$ cat config.mk
export PLATFORM = sky130hd
export DESIGN_NAME = dac_sample_pacer
export DESIGN_NICKNAME = d
export VERILOG_FILES = /design/src/rtl/dac_sample_pacer.sv
export SDC_FILE = /design/constraint.sdc
export NUM_CORES = 1
export LEC_CHECK = 0
export CORE_MARGIN = 2
export CORE_UTILIZATION = 60
export DETAILED_ROUTE_END_ITERATION = 16
export PLACE_DENSITY = 0.78
export SETUP_SLACK_MARGIN = 0.1
export SYNTH_ARGS = -nofsm -noshare
export SYNTH_HDL_FRONTEND = slang
export SYNTH_SLANG_ARGS = --single-unit
$ cat constraint.sdc
create_clock -name SPLB_Clk -period 4.55 [get_ports SPLB_Clk]
set_input_delay 1.1375 -clock SPLB_Clk [delete_from_list [all_inputs] [get_ports SPLB_Clk]]
set_output_delay 1.1375 -clock SPLB_Clk [all_outputs]
set_load 0.01 [all_outputs]
$ cat src/rtl/dac_sample_pacer.sv
// dac_sample_pacer
//   Buffers packed two-sample words from the PLB slave path and releases one
//   sample per programmable rate tick as a registered word plus a one-cycle
//   strobe for the DAC output core. Underruns emit an idle code and raise a
//   sticky interrupt flag.
//
// Ports
//   SPLB_Clk      single clock for all logic
//   SPLB_Rst_n    asynchronous active-low reset
//   Wr_Data       packed word [0:31]: sample0 = [32-DAC_WIDTH:31] (played
//                 first), sample1 = [16-DAC_WIDTH:15]; other bits ignored
//   Wr_Valid      word offered
//   Wr_Ready      FIFO can accept (transfer on Wr_Valid & Wr_Ready)
//   Cfg_Enable    pacer run
//   Cfg_Divider   tick period = Cfg_Divider+1 cycles
//   Cfg_Idle      code emitted on underrun
//   Underrun_Clr  clears Underrun_Irq
//   Dac_Data      registered sample to the DAC core
//   Dac_Strobe    one-cycle pulse, Dac_Data updated this cycle
//   Underrun_Irq  sticky underrun flag
//   Fifo_Level    words held (0..2^FIFO_DEPTH_LOG2)
//
// Build option
//   DAC_PACER_OFFSET_BINARY_EN: when defined, FIFO samples are treated as
//   two's complement and converted to offset binary (MSB inverted) on load.
//   Cfg_Idle is always passed through unmodified.

module dac_sample_pacer #(
    parameter int unsigned DAC_WIDTH       = 10,
    parameter int unsigned FIFO_DEPTH_LOG2 = 5,
    parameter int unsigned DIV_WIDTH       = 16
) (
    input  logic                       SPLB_Clk,
    input  logic                       SPLB_Rst_n,
    input  logic [0:31]                Wr_Data,
    input  logic                       Wr_Valid,
    output logic                       Wr_Ready,
    input  logic                       Cfg_Enable,
    input  logic [DIV_WIDTH-1:0]       Cfg_Divider,
    input  logic [DAC_WIDTH-1:0]       Cfg_Idle,
    input  logic                       Underrun_Clr,
    output logic [DAC_WIDTH-1:0]       Dac_Data,
    output logic                       Dac_Strobe,
    output logic                       Underrun_Irq,
    output logic [FIFO_DEPTH_LOG2:0]   Fifo_Level
);

    localparam int unsigned DEPTH = 2 ** FIFO_DEPTH_LOG2;
    localparam logic [FIFO_DEPTH_LOG2:0] FULL_LEVEL = DEPTH[FIFO_DEPTH_LOG2:0];

    logic [2*DAC_WIDTH-1:0]     mem [DEPTH];
    logic [FIFO_DEPTH_LOG2-1:0] wr_ptr;
    logic [FIFO_DEPTH_LOG2-1:0] rd_ptr;
    logic [FIFO_DEPTH_LOG2:0]   level;
    logic                       half;
    logic [DIV_WIDTH-1:0]       count;

    logic [DAC_WIDTH-1:0]       sample0;
    logic [DAC_WIDTH-1:0]       sample1;
    logic [DAC_WIDTH-1:0]       head_sample;
    logic [DAC_WIDTH-1:0]       load_sample;
    logic                       tick;
    logic                       have_data;
    logic                       push;
    logic                       pop;

    assign sample0 = Wr_Data[32-DAC_WIDTH:31];
    assign sample1 = Wr_Data[16-DAC_WIDTH:15];

    generate
        if (DAC_WIDTH < 16) begin : g_unused_bits
            logic unused_wr_bits;
            assign unused_wr_bits = ^{Wr_Data[0:15-DAC_WIDTH], Wr_Data[16:31-DAC_WIDTH]};
        end
    endgenerate

    // Ready depends only on the registered level, never on a same-cycle pop.
    assign Wr_Ready   = (level != FULL_LEVEL);
    assign Fifo_Level = level;

    assign tick      = Cfg_Enable && (count == '0);
    assign have_data = (level != '0);
    assign push      = Wr_Valid && Wr_Ready;
    // The head word leaves only once its second sample has been consumed.
    assign pop       = tick && have_data && half;

    assign head_sample = half ? mem[rd_ptr][2*DAC_WIDTH-1:DAC_WIDTH]
                              : mem[rd_ptr][DAC_WIDTH-1:0];

`ifdef DAC_PACER_OFFSET_BINARY_EN
    assign load_sample = head_sample ^ {1'b1, {(DAC_WIDTH-1){1'b0}}};
`else
    assign load_sample = head_sample;
`endif

    // Storage is not reset: pointers and level define what is valid.
    always_ff @(posedge SPLB_Clk) begin
        if (push) begin
            mem[wr_ptr] <= {sample1, sample0};
        end
    end

    always_ff @(posedge SPLB_Clk or negedge SPLB_Rst_n) begin
        if (!SPLB_Rst_n) begin
            wr_ptr <= '0;
            rd_ptr <= '0;
            level  <= '0;
        end else begin
            if (push) begin
                wr_ptr <= wr_ptr + 1'b1;
            end
            if (pop) begin
                rd_ptr <= rd_ptr + 1'b1;
            end
            if (push && !pop) begin
                level <= level + 1'b1;
            end else if (pop && !push) begin
                level <= level - 1'b1;
            end
        end
    end

    always_ff @(posedge SPLB_Clk or negedge SPLB_Rst_n) begin
        if (!SPLB_Rst_n) begin
            count <= '0;
        end else if (!Cfg_Enable) begin
            count <= '0;
        end else if (count == '0) begin
            count <= Cfg_Divider;
        end else begin
            count <= count - 1'b1;
        end
    end

    always_ff @(posedge SPLB_Clk or negedge SPLB_Rst_n) begin
        if (!SPLB_Rst_n) begin
            Dac_Data     <= '0;
            Dac_Strobe   <= 1'b0;
            Underrun_Irq <= 1'b0;
            half         <= 1'b0;
        end else begin
            Dac_Strobe <= tick;
            if (tick && have_data) begin
                Dac_Data <= load_sample;
                half     <= ~half;
            end else if (tick) begin
                Dac_Data <= Cfg_Idle;
            end
            // A new underrun in the same cycle as a clear keeps the flag set.
            if (tick && !have_data) begin
                Underrun_Irq <= 1'b1;
            end else if (Underrun_Clr) begin
                Underrun_Irq <= 1'b0;
            end
        end
    end

endmodule

* Word level (Yosys, flattened, before mapping)
Memory sizes are Yosys's and may differ from the RTL's.
Cells that the tools add are included.
** Operators by class
- Add/sub/neg operators :: 5
- Equality and inequality tests :: 1
- Multiplexer cells :: 11
- Bitwise gates (word level) :: 1
- Reductions and logical operators :: 15
** Operators with widths (number)
- 16-bit two-way mux :: 2
- 10-bit two-way mux :: 3
- 16-bit logical NOT :: 1
- 16-bit by 1-bit subtractor with 16-bit output, second input constant :: 1
- 6-bit two-way mux :: 2
- 5-bit by 1-bit adder with 5-bit output, second input constant :: 2
- 1-bit logical AND :: 7
- 6-bit by 1-bit adder with 6-bit output, second input constant :: 1
- 6-bit != test, second input constant :: 1
- 2-bit nonzero test :: 3
- 6-bit nonzero test :: 1
- 6-bit by 1-bit subtractor with 6-bit output, second input constant :: 1
- 1-bit two-way mux :: 4
- 1-bit logical NOT :: 3
- 1-bit inverter :: 1
** Storage, ports and cells
- Bits in registers :: 45
- Bits in writable memories :: 640
- Input port bits :: 63
- Output and inout bits :: 19
- Memories kept :: 1
** Memory list
- mem :: depth 32, width 20, read ports 1, clocked after memory_dff 0, wr ports 1, line 51 : logic [2*DAC_WIDTH-1:0] mem [DEPTH];

* Longest topological paths before layout
- Word-level depth :: 7
- Gate-level depth with buffers :: 15

* Least setup slack after synthesis
Ideal clock, no wire load.
- Path type :: in2reg
- From :: in Cfg_Enable
- To :: reg level[5], in the netlist Fifo_Level[5]
- Data arrival time :: 3.421 ns
- Setup slack :: 0.999 ns
- Stages on the path :: 13
- Buffers on the path :: 1
- Path through :: clkbuf_1 > nand3_4 > nor3b_4 > inv_2 > ha_1 > inv_1 > ha_1 > a21o_1 > a21oi_1 > o21bai_1 > mux2i_1 > o211ai_1 > xor2_1
** Between the ends
- Longest elaborated chain between the ends :: 6
- Elaborated cells on any way between the ends :: 8
- Classes of those cells :: mux: 1; reduce/logical: 7
** RTL lines
- start, declared :: line 38 : input logic Cfg_Enable,
- 1-bit logical AND (*) :: line 81 : assign tick = Cfg_Enable && (count == '0);
- 1-bit logical AND (*) (2 in a row) :: line 85 : assign pop = tick && have_data && half;
- 1-bit logical NOT :: line 115 : if (push && !pop) begin
- 1-bit logical AND :: line 115
- 6-bit two-way mux or 2-bit nonzero test (tied branches)
- end signal, assigned :: line 116 : level <= level + 1'b1;
- end signal, assigned :: line 118 : level <= level - 1'b1;
- end, declared :: line 54 : logic [FIFO_DEPTH_LOG2:0] level;
Mark *: on every way between the ends. The rest lies on a longest branch, timed or not.
A chain may end at the register's enable or synchronous reset.

* Final worst setup path
- From :: reg count[8]
- To :: reg level[5], in the netlist Fifo_Level[5]
** Between the ends
- Longest elaborated chain between the ends :: 7
- Elaborated cells on any way between the ends :: 9
- Classes of those cells :: mux: 1; reduce/logical: 8
** RTL lines
- start, declared :: line 56 : logic [DIV_WIDTH-1:0] count;
- start signal, assigned :: line 129 : count <= Cfg_Divider;
- start signal, assigned :: line 131 : count <= count - 1'b1;
- 16-bit logical NOT (*) :: line 81
- 1-bit logical AND (*) :: line 81
- 1-bit logical AND (*) (2 in a row) :: line 85
- 1-bit logical NOT :: line 115
- 1-bit logical AND :: line 115
- 6-bit two-way mux or 2-bit nonzero test (tied branches)
Marked as above.

==> reports/results.txt <==
Status: complete, no violations
Synth Cell Area: 0.0268 sq mm
Syn. warnings: 0
Post-CTS setup buffers: 0
Hold Crit Depth: 2
Vias/cell: 6.38
Layout cell share with drive strength beyond 1: 21.0%
Max Clk Rate: 268 MHz
CP Class: reg -> reg
Overall power: 17000 uW
Leakage: 0.0101 uW
Worst EP arrival: 4190 ps
Chip width: 215 microns
H-tree depth: 3
Hold Buf Count CTS: 0
Final WL: 58.0 mm
Hold slack: 512 ps
Slowest CP cell: or4_4
TritonCTS Sinks: 685
Met1 WL: 22.6 mm
Final setup vio count: 0
RSZ-0062 raised after global routing: false
First-pass GRT wire length: 87.8 mm
Min cycle time layout: 3730 ps
Critical path required time: 5010 ps
Worst slew pin tran: 1260 ps
Final Core Density: 69.5%
Final hold vios: 0
Flops & latches, synth: 685
Iteration-0 DRC Markers: 1710
Max-cap violations: 0
Post-synth ARST share: 6.57%
Root Buffer: clkbuf_16
Clock latency on the worst-skew pair: 590 ps
Most common library cells after synthesis: 640 x edfxtp_1, 119 x mux4_2, 92 x mux2i_1
Post-synthesis sequential area ratio: 75.9%
CP dominant cell by count: ha_1
Port Buffers: 69
Setup tns final: 0 ps
Crit-path cells: or4_4, nor4_4, nand3_4, nor3b_4, inv_2, ha_1, inv_1, ha_1, a21o_1, a21oi_1, o21bai_1, mux2i_1, o211ai_1, xor2_1
RD Place Congestion: 0.866
Core area: 0.0441 sq mm
DR WL met2: 28.6 mm
Layout Nets: 1579
Mapped Cells: 1373
Fin crit share: 81.9%
Largest net degree at the start of global routing: 48
Routed via count: 13.7k
Clk_skew: 13.6 ps
Routed wl met3: 5.49 mm
Syn Area/Cell: 19.5 sq um
Worst hold path type: reg -> reg
# DRC: 0
Placed cell area: 0.0285 sq mm
Post-synthesis net count: 1449
CTS tree: done
Startpoint Class: flip-flop
Highest routed layer: met4
Num CTS Buffers: 68
CTS max path bufs: 3
Initial antenna violation count: 0
Post-synth top area share: 71.7%
Slew HR: 15.9%
Area leader, netlist: edfxtp_1
Worst setup EP type: flip-flop
Die Y: 215 microns
Worst hold start: Dac_Data[8]
Top_reg_cell synth: edfxtp_1
DRT Pass-1 Iters: 5
Io pins: 82
Detail Placement HPWL: 35.7 mm
Crit path max fanout: 10
Setup crit start: count[8]
Cells on worst reg2reg path: 14
Die ar.: 0.0464 sq mm
Most numerous cell in the Yosys netlist: edfxtp_1
# rows: 77
Drt wl/cell: 27.0 microns
RR Startpoint: count[8]
Slew Limit Fails: 0
Ant diodes: 0
Pwr/cell area: 554 mW/mm^2
Synth cell types: 51
Worst VDD drop: 313 uV
Area grow syn2layout: 14.4%
GRT Total Usage: 25.7%
CP max stage delay: 580 ps
Starting density of the core: 60.7%
Vias in the first global route: 14.0k
EDFF count, synth: 640
Synth area leaders: edfxtp_1 72%, mux4_2 10%, dfrtp_1 4.2%, mux2i_1 3.4%, nand2_1 1.0%
Total gr overflow: 0
Clock transition at path regs: 60 ps
Final instance area: 0.0307 sq mm
Post-route ant nets: 0
Post-cts resize count: 0
[critical path, delay by kind of cell, from the launching register on]
family,cells,cell delay (ps)
xor+xnor,1,160
flops,1,400
compound gates,4,610
mux,1,160
buf+inv,2,360
simple gates,4,1360
fa+ha+maj,2,540
[final timing paths]
path                            endpoint  slack [ps]
max                        Fifo_Level[5]         820
min                          Dac_Data[8]         510
max reg2reg                Fifo_Level[5]         820
min reg2reg                  Dac_Data[8]         510
max in group asynchronous      rd_ptr[1]        3030
min in group asynchronous  Fifo_Level[3]         740
[cells by family after synthesis]
kind of cell | synth area share [%]
xor gates and xnor gates | 0.850
muxes | 13.6
adders and majority gates | 0.635
and+or+nand+nor | 2.98
buffers and inverters | 1.42
AOI/OAI and AO/OA | 4.65
DFF | 75.9
[stage by stage]
stage | cells | worst slack [ps]
after detailed placement | 2025 | 541
after global routing | 2144 | 499
after global placement | 2025 | 562
final | 2144 | 823
after floorplan | 1373 | 999
after CTS | 2144 | 850
[state kept, by name, indices dropped and copies added, names as in the netlist]
register and flops:
rd_ptr 5, mem 640, Dac_Strobe 1, half 1
wr_ptr 5, Underrun_Irq 1, count 16, Fifo_Level 6
Dac_Data 10
[where the power goes]
group	internal, uW	total [uW]	leakage [uW]	switching [uW]
Clock	3120	5360	0.00103	2250
Combinational	1790	3760	0.00272	1970
Sequential	7450	7860	0.00633	412
Total	12400	17000	0.0101	4630
[routing by layer]
metal	vias up	track usage [%]
met1	7003	35.9
met5	-	0
li1	5860	-
met2	714	41.6
met4	0	7.89
met3	104	5.10
[area by class of cell]
type                    count  area (sq um)
well taps                 592           741
inverters                  18          67.6
flip-flops and latches    685         20400
clock inverters            29           215
multi-input cells         596          6190
fillers                  2677         13500
repair buffers            134          1200
clock buffers              90          1910
[cell usage in the layout (no fill, tap or decap), types with 9 or more instances in the layout]
cell type and count:
clkinv_1 13, o21ai_1 9, buf_4 63, a22o_1 9, a21oi_1 32, mux2i_1 92, nand2_1 73, clkinv_2 9
nor2_1 15, a211oi_1 28, nor2_2 32, inv_1 17, o211a_1 13, o221ai_1 20, ha_1 12, clkbuf_16 73
a22oi_1 31, o22ai_1 20, clkbuf_1 15, xor2_1 9, edfxtp_1 640, clkdlybuf4s50_1 68, dfrtp_1 42, xnor2_1 17
mux4_2 119
No activity file was read; power rests on OpenSTA's default activity.
